### config.mk
export PLATFORM = sky130hd
export DESIGN_NAME = memory_stream_reader_flat
export DESIGN_NICKNAME = d
export VERILOG_FILES = /design/src/rtl/memory_stream_reader_if.sv /design/src/rtl/memory_stream_reader.sv /design/src/flat_wrapper.sv
export SDC_FILE = /design/constraint.sdc
export NUM_CORES = 1
export LEC_CHECK = 0
export CAP_MARGIN = 30
export CELL_PAD_IN_SITES_DETAIL_PLACEMENT = 0
export CELL_PAD_IN_SITES_GLOBAL_PLACEMENT = 1
export CORE_MARGIN = 2
export CORE_UTILIZATION = 29
export CTS_BUF_LIST = sky130_fd_sc_hd__clkbuf_16
export DETAILED_ROUTE_END_ITERATION = 8
export DONT_BUFFER_PORTS = 1
export PLACE_DENSITY_LB_ADDON = 0.1
export SLEW_MARGIN = 40
export SYNTH_ARGS = -nofsm -noshare
export SYNTH_HDL_FRONTEND = slang
export SYNTH_SLANG_ARGS = --single-unit
### constraint.sdc
create_clock -name CLK -period 11.99 [get_ports CLK]
set_clock_uncertainty 0.15 [all_clocks]
set_input_delay 2.398 -clock CLK [delete_from_list [all_inputs] [get_ports CLK]]
set_output_delay 2.398 -clock CLK [all_outputs]
set_load 0.01 [all_outputs]
### src/rtl/memory_stream_reader_if.sv
// Memory read port plus downstream valid/ready stream of the memory stream reader.
interface memory_stream_reader_if #(
  parameter int BUS_WIDTH  = 32,
  parameter int DATA_WIDTH = 32
);
  logic [BUS_WIDTH-1:0]  memAddr;
  logic [DATA_WIDTH-1:0] memReadData;
  logic [DATA_WIDTH-1:0] outData;
  logic                  outValid;
  logic                  outReady;

  modport master (output memAddr, outData, outValid, input memReadData, outReady);
  modport slave  (input memAddr, outData, outValid, output memReadData, outReady);
endinterface

### src/rtl/memory_stream_reader.sv
// Walks a contiguous word window of a combinational-read memory and streams the
// words out through a 2-entry FIFO so reads stall cleanly under backpressure.
module memory_stream_reader #(
  parameter int BUS_WIDTH   = 32,
  parameter int DATA_WIDTH  = 32,
  parameter int INDEX_WIDTH = 16,
  parameter int COUNT_WIDTH = 16
) (
  input  logic                   CLK,
  input  logic                   reset,
  input  logic                   start,
  input  logic [INDEX_WIDTH-1:0] baseAddr,
  input  logic [COUNT_WIDTH-1:0] wordCount,
  output logic                   busy,
  output logic                   done,
  memory_stream_reader_if.master bus
);
  typedef enum logic [1:0] {IDLE, READ, DRAIN, DONE} state_t;

  state_t                 state, state_nxt;
  logic [INDEX_WIDTH-1:0] cur_addr;
  logic [COUNT_WIDTH-1:0] remaining;
  logic [DATA_WIDTH-1:0]  fifo_q [2];
  logic                   rd_ptr, wr_ptr;
  logic [1:0]             count;
  logic                   push, pop;

  always_comb begin
    state_nxt = state;
    push      = 1'b0;
    pop       = (count != 2'd0) && bus.outReady;
    case (state)
      IDLE:  if (start) state_nxt = (wordCount != '0) ? READ : DONE;
      READ: begin
        push = (count < 2'd2) || pop;
        if (push && remaining == COUNT_WIDTH'(1)) state_nxt = DRAIN;
      end
      DRAIN: if (count == 2'd0 || (count == 2'd1 && pop)) state_nxt = DONE;
      DONE:  state_nxt = IDLE;
      default: state_nxt = IDLE;
    endcase
  end

  always_ff @(posedge CLK) begin
    if (reset) begin
      state     <= IDLE;
      cur_addr  <= '0;
      remaining <= '0;
      fifo_q[0] <= '0;
      fifo_q[1] <= '0;
      rd_ptr    <= 1'b0;
      wr_ptr    <= 1'b0;
      count     <= 2'd0;
    end else begin
      state <= state_nxt;
      if (state == IDLE && start) begin
        cur_addr  <= baseAddr;
        remaining <= wordCount;
      end
      if (push) begin
        fifo_q[wr_ptr] <= bus.memReadData;
        wr_ptr         <= ~wr_ptr;
        remaining      <= remaining - COUNT_WIDTH'(1);
        // Final address is held so memAddr shows the last issued index in DRAIN.
        if (remaining != COUNT_WIDTH'(1)) cur_addr <= cur_addr + INDEX_WIDTH'(1);
      end
      if (pop) rd_ptr <= ~rd_ptr;
      count <= count + {1'b0, push} - {1'b0, pop};
    end
  end

  assign bus.memAddr  = {{(BUS_WIDTH-INDEX_WIDTH){1'b0}}, cur_addr};
  assign bus.outData  = fifo_q[rd_ptr];
  assign bus.outValid = (count != 2'd0);
  assign busy         = (state == READ) || (state == DRAIN);
  assign done         = (state == DONE);
endmodule

### src/flat_wrapper.sv
// flat-port wrapper written by rule: the top's interface ports become plain ports
module memory_stream_reader_flat 
#(
  parameter int BUS_WIDTH   = 32,
  parameter int DATA_WIDTH  = 32,
  parameter int INDEX_WIDTH = 16,
  parameter int COUNT_WIDTH = 16
)
  (CLK, reset, start, baseAddr, wordCount, busy, done, bus_memAddr, bus_outData, bus_outValid, bus_memReadData, bus_outReady);
  memory_stream_reader_if #(.BUS_WIDTH(BUS_WIDTH), .DATA_WIDTH(DATA_WIDTH)) bus_i ();
  input  logic CLK;
  input  logic reset;
  input  logic start;
  input  logic [INDEX_WIDTH-1:0] baseAddr;
  input  logic [COUNT_WIDTH-1:0] wordCount;
  output logic busy;
  output logic done;
  output wire logic [$bits(bus_i.memAddr)-1:0] bus_memAddr;
  output wire logic [$bits(bus_i.outData)-1:0] bus_outData;
  output wire logic [$bits(bus_i.outValid)-1:0] bus_outValid;
  input wire logic [$bits(bus_i.memReadData)-1:0] bus_memReadData;
  input wire logic [$bits(bus_i.outReady)-1:0] bus_outReady;
  assign bus_memAddr = bus_i.memAddr;
  assign bus_outData = bus_i.outData;
  assign bus_outValid = bus_i.outValid;
  assign bus_i.memReadData = bus_memReadData;
  assign bus_i.outReady = bus_outReady;
  memory_stream_reader #(.BUS_WIDTH(BUS_WIDTH), .DATA_WIDTH(DATA_WIDTH), .INDEX_WIDTH(INDEX_WIDTH), .COUNT_WIDTH(COUNT_WIDTH)) u_core (.CLK(CLK), .reset(reset), .start(start), .baseAddr(baseAddr), .wordCount(wordCount), .busy(busy), .done(done), .bus(bus_i));
endmodule
# Yosys cells after proc, flatten, opt, wreduce, memory -nomap -nowiden

Memories as Yosys holds them, arrays and structs flattened. A register that Yosys moved wholly into a read port is not among the register bits.
Cells that the tools add are included.

Flip-flop bits (word level): 38
Bits in writable memories: 64
Input port bits: 68
Output and inout bits: 67
Word-level logic and storage cells: 58
Memories: 1

Memory list:

| memory        | depth | width | read ports | clocked after Yosys merged registers in | write ports | line                       | text |
|---|---|---|---|---|---|---|---|
| u_core.fifo_q | 2     | 32    | 1          | 1                                       | 2           | memory_stream_reader.sv:23 | `logic [DATA_WIDTH-1:0] fifo_q [2];` |

Add/subtract/negate cells: 4
$lt $le $gt $ge: 1
Equal/unequal tests: 9
Mux-type cells: 21
Bitwise operators: 2
Reductions and logical operators: 14

Operator list:

| operator                                                               | count |
|---|---|
| 16-bit 2-to-1 mux                                                      | 5 |
| 32-bit 2-to-1 mux                                                      | 1 |
| 32-bit OR reduction                                                    | 1 |
| 16-bit by 1-bit adder with 16-bit output, second input constant        | 1 |
| 16-bit by 1-bit equality test with 1-bit output, second input constant | 1 |
| 16-bit by 1-bit != test with 1-bit output, second input constant       | 1 |
| 16-bit nonzero test                                                    | 1 |
| 16-bit by 1-bit subtractor with 16-bit output, second input constant   | 1 |
| 1-bit 2-to-1 mux                                                       | 10 |
| 2-bit 2-to-1 mux                                                       | 4 |
| 2-bit case mux with 4 select lines                                     | 1 |
| 2-bit by 1-bit equality test with 1-bit output, second input constant  | 2 |
| 2-bit equality test, second input constant                             | 2 |
| 1-bit logical AND                                                      | 4 |
| 2-bit zero test                                                        | 2 |
| 2-bit by 1-bit != test with 1-bit output, second input constant        | 2 |
| 2-bit nonzero test                                                     | 2 |
| 1-bit logical OR                                                       | 3 |
| 3-bit AND reduction                                                    | 1 |
| 2-bit by 1-bit adder with 2-bit output                                 | 1 |
| 2-bit less-than comparator, second input constant                      | 1 |
| 2-bit != test, second input constant                                   | 1 |
| 1-bit NOT                                                              | 2 |
| 2-bit by 1-bit subtractor with 2-bit output                            | 1 |

# Longest topological paths before layout

Gate-level depths: netlist (run 1).

Depth in word-level cells: 9
Gate-level depth with buffers: 9
Gate-level depth less buffers: 8

# Least setup slack after synthesis (run 1)

OpenSTA, ideal clock, no wires.

Path type: input-to-reg
Start: input bus_outReady
End: memory u_core.fifo_q[0][0] (enable)
Setup time: 0.466 ns
Data arrival time: 5.258 ns
Data required time: 11.374 ns
Path slack: 6.117 ns
Cell stages on the path: 5
Path buffers: 2
Path through: nand2b_1 > nand2_1 > clkbuf_1 > clkbuf_1 > o21ai_0

RTL lines:

| what               | line                       | text |
|---|---|---|
| start: declaration | flat_wrapper.sv:22         | `input wire logic [$bits(bus_i.outReady)-1:0] bus_outReady;` |
| end: declaration   | memory_stream_reader.sv:23 |  |

# Worst setup path after layout (run 1)

Start: input bus_outReady
End: register u_core.cur_addr[14]

Cells in the longest elaborated chain, start to end: 4

Ends and longest elaborated chain:

| what                   | line                       | text |
|---|---|---|
| 1-bit logical AND      | memory_stream_reader.sv:31 | `pop = (count != 2'd0) && bus.outReady;` |
| 1-bit logical OR       | memory_stream_reader.sv:35 | `push = (count < 2'd2) \|\| pop;` |
| 1-bit 2-to-1 mux       | memory_stream_reader.sv:32 | `case (state)` |
| net u_core.push        | memory_stream_reader.sv:26 | `logic push, pop;` |
| 16-bit 2-to-1 mux      | memory_stream_reader.sv:60 | `if (push) begin` |
| end signal: assignment | memory_stream_reader.sv:57 | `cur_addr <= baseAddr;` |
| end signal: assignment | memory_stream_reader.sv:65 | `if (remaining != COUNT_WIDTH'(1)) cur_addr <= cur_addr + INDEX_WIDTH'(1);` |
| end: declaration       | memory_stream_reader.sv:21 | `logic [INDEX_WIDTH-1:0] cur_addr;` |

The timed path passes the listed nets, and every way through them passes these cells.
A chain may end at the register's enable or synchronous reset.

==> results of run 1 <==
layer usage:
metal	global-route usage, %	share of wire [%]	up-vias
met2	21.7	45	128
met5	0	0	-
li1	-	-	1742
met1	17.7	45	1711
met3	5.49	7.8	13
met4	4.41	1.8	0
cell usage in the layout (no fill, tap or decap), types with 4 or more instances in the layout:
| cell type | count |
|---|---|
| nor3_1 | 11 |
| clkbuf_16 | 9 |
| nand4_1 | 7 |
| and3_1 | 4 |
| conb_1 | 16 |
| inv_8 | 5 |
| and2_1 | 70 |
| a311oi_1 | 4 |
| inv_1 | 13 |
| a2111oi_0 | 4 |
| nand3_1 | 16 |
| nor2b_1 | 4 |
| a21oi_1 | 14 |
| nor2_1 | 32 |
| mux2_2 | 33 |
| ha_1 | 10 |
| o21ai_0 | 13 |
| a31oi_1 | 8 |
| a211oi_1 | 6 |
| a222oi_1 | 4 |
| nor4_1 | 8 |
| edfxtp_1 | 64 |
| buf_4 | 4 |
| or3_1 | 4 |
| dfxtp_1 | 39 |
| nand2_1 | 20 |
critical path: cells and delay by family:
family	cells	cell delay [ns]
multiplexers	1	0.37
AND/OR/NAND/NOR	2	0.52
AO/OA/AOI/OAI	2	0.96
buffers and inverters	1	0.36
worst max-delay path by stage:
stage	startpoint	to	slack, ns	cells after the start
floorplan	bus_outReady	u_core.fifo_q[0][0]	6.12	5
global placement	bus_outReady	u_core.fifo_q[1][10]	6.48	5
detailed placement	bus_outReady	u_core.fifo_q[1][8]	6.75	5
CTS	bus_outReady	u_core.fifo_q[1][5]	7.14	5
global route	bus_outReady	u_core.fifo_q[1][5]	7.21	5
finish	bus_outReady	u_core.cur_addr[14]	7.45	6
per-stage QoR:
| stage | hold WS, ns | cells | utilization (%) |
|---|---|---|---|
| global route | 0.417 | 713 | 32.2 |
| CTS | 0.376 | 713 | 32.2 |
| floorplan | 0.330 | 507 | - |
| finish | 0.375 | 713 | 32.2 |
| detailed placement | 0.363 | 697 | 30.5 |
| global placement | 0.355 | 695 | 30.3 |
registers in the layout, indices dropped and copies added, names as in the netlist, named ones only:
signal and count:
u_core.rd_ptr 1, u_core.count 2, u_core.wr_ptr 1, u_core.state 2, u_core.remaining 16, u_core.cur_addr 16
u_core.fifo_q 64
power by group:
part           leakage [nW]  total [mW]  internal (mW)  switching (mW)
clock                 0.141       0.299          0.149           0.150
sequential            0.990       0.561          0.477          0.0840
combinational         0.935       0.504          0.202           0.303
total                  2.07        1.36          0.827           0.537
kinds of logic after synthesis:
kind of cell | count (synthesis) | synth area share (%)
AOI/OAI and AO/OA | 75 | 9.85
xor gates and xnor gates | 4 | 0.664
adders and majority gates | 10 | 2.37
buffers and inverters | 59 | 5.46
DFF | 103 | 51.2
muxes | 39 | 8.33
other | 1 | 0.0711
and+or+nand+nor | 201 | 22.0
final cells by class:
cell class	instances	area (sq um)
Clock buffer	9	225
Multi-Input combinational cell	345	2360
Inverter	14	52.6
Timing Repair Buffer	6	60.1
Sequential cell	103	2700
Fill cell	1864	12100
Clock inverter	7	71.3
Tap cell	229	287
==> metrics.yaml, run 1 <==
outcome:
  outcome: "finished clean"
yosys:
  synthCells: 492
  ys_top_cells_by_count: "70 x and2_1, 64 x edfxtp_1, 39 x dfxtp_1"
  ys_seq_area_share_pct: 51.2
  yosysMostFrequentCell: "and2_1"
  yosys.area.top_type_share_pct: 36.4
  async_flop_share_pct: 0
  synth_edf_count: 64
  synthFlopType: "edfxtp_1"
  ys_seq_elements: 103
  syn_area_sq_mm: 0.00527
  avgSynthCellArea_sq_um: 10.7
  synth.top_cells.by_area: "edfxtp_1 36%, dfxtp_1 15%, and2_1 8.3%, mux2_2 7.0%, ha_1 2.4%"
  yosysWarnings: 0
  yosys.area.top_type: "edfxtp_1"
  ys_types: 59
clock_network:
  cts_hold_buf: 0
  postCtsSetupRepairBufs: 0
  post_cts_resize_count: 0
  worstSkewPairLatency_ns: 0.35
  cts_max_path_buffers: 2
  cts_buffers: 9
  path_clk_slew_ns: 0.08
  cts-root-buf: "clkbuf_16"
  htree_levels: 3
  clock_sinks: 103
  cts_tree: "done"
finish:
  drive_above_1_share_pct: 14.9
  area_growth_pct: 9.25
  postLayoutCellArea_sq_mm: 0.00576
  final_nets: 557
  antenna_cells: 0
critical_path:
  path_cells: "nand2b_1, nand2_1, inv_2, o21a_2, mux2_1, a2111oi_0"
  arrival_ns: 4.62
  critical_path_class: "in -> reg"
  end_kind: "flip-flop"
  r2r_cells: 7
  crit_path_start_kind: "input port"
  r2r_end: "u_core.cur_addr[14]"
  cp_slowest_cell: "o21a_2"
  crit_required_ns: 12.07
  critPathMaxStageDelay_ns: 0.57
  r2r_start: "u_core.state[1]"
  cp_max_fo: 29
  reg2reg_slack_ns: 8.89
global_route:
  track_usage_pct: 13.9
  antenna_found_initial: 0
  grt_pass1_vias: 3605
  grt_pass1_wl_um: 21000
  grt_max_degree: 45
  grt_overflow: 0
route:
  dr.pass1.iters: 4
  initialDrtViolationCount: 159
  drt_drc_violations_left: 0
  vias_per_cell: 5.04
  drtAntennaViolNets: 0
  routedWlPerCell_um: 18.3
  wirelength_um: 13000
  vias: 3594
power_and_ir_drop:
  peakVddDrop_v: 0.000106
  p_leak_nw: 2.07
  power_density_mw_per_mm2: 237
  totalPowerFinal_mw: 1.36
worst_hold_path:
  hold_path.class: "reg -> reg"
  min_from: "u_core.remaining[12]"
  min_to: "u_core.remaining[12]"
  min_path_cells: 2
sta:
  maxSlewViolCount: 0
  fmaxAchievable_mhz: 220
  rsz0062_at_grt: "no"
  worstMarginPinSlew_ns: 0.757
  worst_slack_ns: 7.45
  period_needed_ns: 4.54
  fin_tns_setup_ns: 0
  hold_viol_final: 0
  fin_crit_sh_pct: 37.9
  setup_violations: 0
  max_slew_margin_pct: 49.0
place:
  dpl_worst_slack_ns: 6.75
  io_buffers: 0
  placed_cell_area_sq_mm: 0.00546
  dp_hpwl_um: 8970
  routabilityCongestion: 0.761
die:
  core.rowCount: 49
  io_pins: 135
  fp.dieH_um: 139
  core_sq_mm: 0.0179
  die_area_sq_mm: 0.0193
  die-width_um: 139
  start_util_pct: 29.5
flow_run:
  drv_cap: 0
Power figures use the tool's default switching activity.
==> run 2: changes to the inputs <==
Clock period 11.99 ns to 3.81 ns, I/O delays scaled along.
==> metrics.yaml, run 2 (synthesis results as in run 1) <==
clock_network:
  cts_max_path_buffers: 2  # unchanged
  clock_sinks: 103  # unchanged
  htree_levels: 3  # unchanged
  cts_buffers: 9  # unchanged
  postCtsSetupRepairBufs: 0  # unchanged
  cts-root-buf: "clkbuf_16"  # unchanged
  cts_hold_buf: 0  # unchanged
  worstSkewPairLatency_ns: 0.35  # about the same
  cts_tree: "done"  # unchanged
  path_clk_slew_ns: 0.08  # about the same
  post_cts_resize_count: 0  # unchanged
power_and_ir_drop:
  power_density_mw_per_mm2: 740  # was 237 mW/mm^2
  internal_power_mw: 2.59  # was 0.827 mW
  p_sw_mw: 1.67  # was 0.537 mW
  p_comb_share_pct: 37.7  # was 37.0%
  totalPowerFinal_mw: 4.25  # was 1.36 mW
  p_sw_share_pct: 39.2  # was 39.3%
  p_seq_share_pct: 41.5  # was 41.1%
  pwr-share-clk_pct: 20.8  # was 21.9%
  peakVddDrop_v: 0.000304  # was 0.000106 V
  p_leak_nw: 2.07  # about the same
finish:
  drive_above_1_share_pct: 15.0  # was 14.9%
  final_nets: 561  # was 557
  reg_top3: "u_core.fifo_q x64, u_core.cur_addr x16, u_core.remaining x16"  # unchanged
  postLayoutCellArea_sq_mm: 0.00575  # was 0.00576 sq mm
  layout.cells.most_common: "and2_1"  # unchanged
  final_cell_count_no_fill: 717  # was 713
  post-route-util_pct: 32.1  # was 32.2%
  antenna_cells: 0  # unchanged
  fillers: 1868  # was 1864
  largest_register_ffs: 64  # unchanged
  area_growth_pct: 9.04  # was 9.25%
  final_cell_mix: "70 x and2_1, 64 x edfxtp_1, 39 x dfxtp_1, 33 x mux2_2, 32 x nor2_1"  # unchanged
  regMostFlops: "u_core.fifo_q"  # unchanged
route:
  wl_met2_um: 6210  # was 5910 um
  met1Wirelength_um: 6140  # was 5890 um
  top_layer: "met4"  # unchanged
  wl_met3_um: 918  # was 1010 um
  vias: 3659  # was 3594
  dr.pass1.iters: 4  # unchanged
  initialDrtViolationCount: 241  # was 159
  vias_per_cell: 5.10  # was 5.04
  wirelength_um: 13400  # was 13000 um
  drt_drc_violations_left: 0  # unchanged
  routedWlPerCell_um: 18.7  # was 18.3 um
  drtAntennaViolNets: 0  # unchanged
place:
  dpl_worst_slack_ns: 1.01  # was 6.75 ns
  io_buffers: 0  # unchanged
  place_inst: 701  # was 697
  placed_cell_area_sq_mm: 0.00548  # was 0.00546 sq mm
  dp_hpwl_um: 8920  # was 8970 um
  routabilityCongestion: 0.755  # was 0.761
die:
  die-width_um: 139  # unchanged
  core_sq_mm: 0.0179  # unchanged
  fp.dieH_um: 139  # unchanged
  start_util_pct: 29.5  # unchanged
  io_pins: 135  # unchanged
  core.rowCount: 49  # unchanged
  die_area_sq_mm: 0.0193  # unchanged
sta:
  max_slew_margin_pct: 48.7  # was 49.0%
  rsz0062_at_grt: "no"  # unchanged
  fin_crit_sh_pct: 68.5
  fin_tns_setup_ns: 0  # unchanged
  worstMarginPinSlew_ns: 0.765  # was 0.757 ns
  setup_violations: 0  # unchanged
  fmaxAchievable_mhz: 383
  hold_viol_final: 0  # unchanged
  worst_slack_ns: 1.20  # was 7.45 ns
  period_needed_ns: 2.61
  whs_ns: 0.347  # was 0.375 ns
  maxSlewViolCount: 0  # unchanged
flow_run:
  drv_cap: 0  # unchanged
critical_path:
  r2r_cells: 8  # was 7
  arrival_ns: 2.70  # was 4.62 ns
  critical_path_class: "reg -> reg"  # was in -> reg
  cp_max_fo: 22  # was 29
  end_kind: "flip-flop"  # unchanged
  crit_required_ns: 3.90  # was 12.07 ns
  crit_path_start_kind: "flip-flop"  # was input port
outcome:
  outcome: "finished clean"  # unchanged
global_route:
  grt_pass1_vias: 3671  # was 3605
  grt_max_degree: 45  # unchanged
  grt_overflow: 0  # unchanged
  antenna_found_initial: 0  # unchanged
  track_usage_pct: 13.9  # about the same
  grt_pass1_wl_um: 21200  # was 21000 um
worst_hold_path:
  hold_path.class: "in -> reg"  # was reg -> reg
  min_path_cells: 1  # was 2
## run 2: cell count changes in the layout (fill, tap and decap cells not counted), moves of 2 or more
cell | previous run | this run
buf_8 | 2 | 0
buf_4 | 4 | 10
clkinv_2 | 0 | 2
inv_8 | 5 | 0
inv_6 | 0 | 2
## run 2: critical path, stage by stage, from the launching register on
cell,delay (ns)
dfxtp_1,0.34
inv_1,0.11
ha_1,0.26
nand2_1,0.11
inv_2,0.18
o21a_1,0.35
buf_4,0.32
mux2_4,0.33
a2111oi_2,0.35
## run 2: cell type report
cell class                 instances  area [sq um]  share of cell area (%)
clock buffer                       9           225                    3.92
clock inverter                     7          46.3                   0.805
inverter                          14          52.6                   0.914
multi-input combinational        345          2360                    41.1
sequential                       103          2700                    47.0
tap                              229           287                    4.98
timing repair buffer              10          75.1                    1.31
## run 2: routing by layer
layer	vias to the layer above	GRT usage [%]
met5	-	0
met4	0	3.83
met3	10	4.42
met2	101	22.8
met1	1798	17.7
li1	1750	-
## run 2: power by group through the flow
stage	Clock, mW	Combinational (mW)	Sequential (mW)
2_1_floorplan	0	1.29	1.71
3_3_place_gp	0	1.62	1.78
3_5_place_dp	0	1.63	1.79
4_1_cts	0.916	1.64	1.76
5_1_grt	0.959	1.79	1.81
6_report	0.883	1.60	1.77
## run 2: worst paths after layout
| check | end | startpoint | slack, ns |
|---|---|---|---|
| max | u_core.cur_addr[15] | u_core.state[1] | 1.20 |
| min | u_core.cur_addr[0] | reset | 0.35 |
| max reg2reg | u_core.cur_addr[15] | u_core.state[1] | 1.20 |
| min reg2reg | flip-flop | u_core.rd_ptr | 0.37 |
==> run 3: changes to the inputs <==
Clock period 3.81 ns to 2.7 ns, I/O delays scaled along.
==> metrics.yaml, run 3 (synthesis results as in run 1) <==
sta:
  fin_crit_sh_pct: 85.3  # was 68.5%
  fmaxAchievable_mhz: 434  # was 383 MHz
  period_needed_ns: 2.30  # was 2.61 ns
  worstMarginPinSlew_ns: 0.710  # was 0.765 ns
  worst_slack_ns: 0.396  # was 1.20 ns
  rsz0062_at_grt: "no"  # unchanged
  fin_tns_setup_ns: 0  # unchanged
  setup_violations: 0  # unchanged
  maxSlewViolCount: 0  # unchanged
  max_slew_margin_pct: 52.7  # was 48.7%
  hold_viol_final: 0  # unchanged
clock_network:
  path_clk_slew_ns: 0.08  # about the same
  postCtsSetupRepairBufs: 0  # unchanged
  htree_levels: 3  # unchanged
  cts_hold_buf: 0  # unchanged
  clock_sinks: 103  # unchanged
  worstSkewPairLatency_ns: 0.35  # about the same
  post_cts_resize_count: 0  # unchanged
  cts-root-buf: "clkbuf_16"  # unchanged
  cts_buffers: 9  # unchanged
  cts_tree: "done"  # unchanged
  cts_max_path_buffers: 2  # unchanged
route:
  vias_per_cell: 5.10  # about the same
  drt_drc_violations_left: 0  # unchanged
  vias: 3693  # was 3659
  wirelength_um: 13600  # was 13400 um
  initialDrtViolationCount: 223  # was 241
  drtAntennaViolNets: 0  # unchanged
  routedWlPerCell_um: 18.8  # was 18.7 um
  dr.pass1.iters: 4  # unchanged
critical_path:
  startpoint: "u_core.state[1]"  # unchanged
  critPathMaxStageDelay_ns: 0.40  # was 0.35 ns
  cp_slowest_cell: "a2111oi_0"  # was o21a_1
  cp_common_cell: "buf_4"
  cp_max_fo: 10  # was 22
  crit_required_ns: 2.78  # was 3.90 ns
  end_kind: "flip-flop"  # unchanged
  crit_path_start_kind: "flip-flop"  # unchanged
  path_cells: "inv_1, ha_1, nand2_1, inv_2, buf_4, o21a_1, buf_4, a31oi_1, a2111oi_0"  # was inv_1, ha_1, nand2_1, inv_2, o21a_1, buf_4, mux2_4, a2111oi_2
  arrival_ns: 2.39  # was 2.70 ns
  r2r_start: "u_core.state[1]"  # unchanged
  critical_path_class: "reg -> reg"  # unchanged
finish:
  layout.cells.most_common: "and2_1"  # unchanged
  final_cell_mix: "70 x and2_1, 64 x edfxtp_1, 39 x dfxtp_1, 33 x mux2_2, 32 x nor2_1"  # unchanged
  antenna_cells: 0  # unchanged
  final_nets: 568  # was 561
  largest_register_ffs: 64  # unchanged
  drive_above_1_share_pct: 16.2  # was 15.0%
  regMostFlops: "u_core.fifo_q"  # unchanged
  fillers: 1888  # was 1868
  area_growth_pct: 10.5  # was 9.04%
  reg_top3: "u_core.fifo_q x64, u_core.cur_addr x16, u_core.remaining x16"  # unchanged
place:
  routabilityCongestion: 0.738  # was 0.755
  dp_hpwl_um: 9120  # was 8920 um
  io_buffers: 0  # unchanged
  dpl_worst_slack_ns: 0.389  # was 1.01 ns
flow_run:
  drv_cap: 0  # unchanged
global_route:
  grt_max_degree: 45  # unchanged
  antenna_found_initial: 0  # unchanged
  grt_pass1_wl_um: 21100  # was 21200 um
  grt_pass1_vias: 3696  # was 3671
  track_usage_pct: 14.0  # was 13.9%
  grt_overflow: 0  # unchanged
die:
  fp.dieH_um: 139  # unchanged
  die_area_sq_mm: 0.0193  # unchanged
  start_util_pct: 29.5  # unchanged
  io_pins: 135  # unchanged
  core_sq_mm: 0.0179  # unchanged
  die-width_um: 139  # unchanged
  core.rowCount: 49  # unchanged
power_and_ir_drop:
  power_density_mw_per_mm2: 1050  # was 740 mW/mm^2
  p_leak_nw: 2.12  # was 2.07 nW
  peakVddDrop_v: 0.000318  # was 0.000304 V
worst_hold_path:
  min_from: "reset"  # unchanged
  hold_path.class: "in -> reg"  # unchanged
outcome:
  outcome: "finished clean"  # unchanged
-- run 3: worst max-delay path, delay by kind of cell (launching register included) --
| kind | cells | cell delay [ns] |
|---|---|---|
| adders and majority gates | 1 | 0.22 |
| AOI/OAI and AO/OA | 3 | 0.78 |
| buffers and inverters | 4 | 0.58 |
| DFF | 1 | 0.35 |
| and+or+nand+nor | 1 | 0.11 |
-- run 3: path summary, 6_finish.rpt --
path                                              to  slack, ns  cells past startpoint
worst max-delay path              u_core.cur_addr[5]       0.40                      9
worst min register to register  u_core.remaining[13]       0.36                      2
worst max register to register    u_core.cur_addr[5]       0.40                      9
worst min-delay path              u_core.cur_addr[4]       0.10                      1
-- run 3: metal layers --
metal / track usage [%] / wire length (um) / up-vias
li1: - / - / 1766
met1: 17.2 / 5950 / 1802
met2: 23.4 / 6440 / 108
met3: 3.90 / 955 / 17
met4: 5.26 / 244 / 0
met5: 0 / 0 / -
-- run 3: area by class of cell --
type,count,area [sq um],share of cell area [%]
clock buffers,9,225,3.87
inverters,14,52.6,0.902
repair buffers,17,140,2.40
multi-input cells,345,2360,40.5
well taps,229,287,4.92
clock inverters,7,61.3,1.05
flip-flops and latches,103,2700,46.4
-- run 3: where the power goes --
| part | switching [mW] | internal [mW] |
|---|---|---|
| clock | 0.659 | 0.649 |
| combinational | 1.40 | 0.961 |
| sequential | 0.343 | 2.12 |
| total | 2.40 | 3.73 |
-- run 3: through the flow --
stage	util, %	hold slack, ns	std cells	instance area, sq um	power, mW
4_1_cts	32.5	0.0817	724	5830	6.23
2_1_floorplan	-	0.330	507	5330	4.23
3_3_place_gp	30.9	0.349	708	5540	4.87
6_report	32.5	0.103	724	5830	6.13
5_1_grt	32.5	0.0863	724	5830	6.57
3_5_place_dp	30.9	0.355	708	5540	4.90
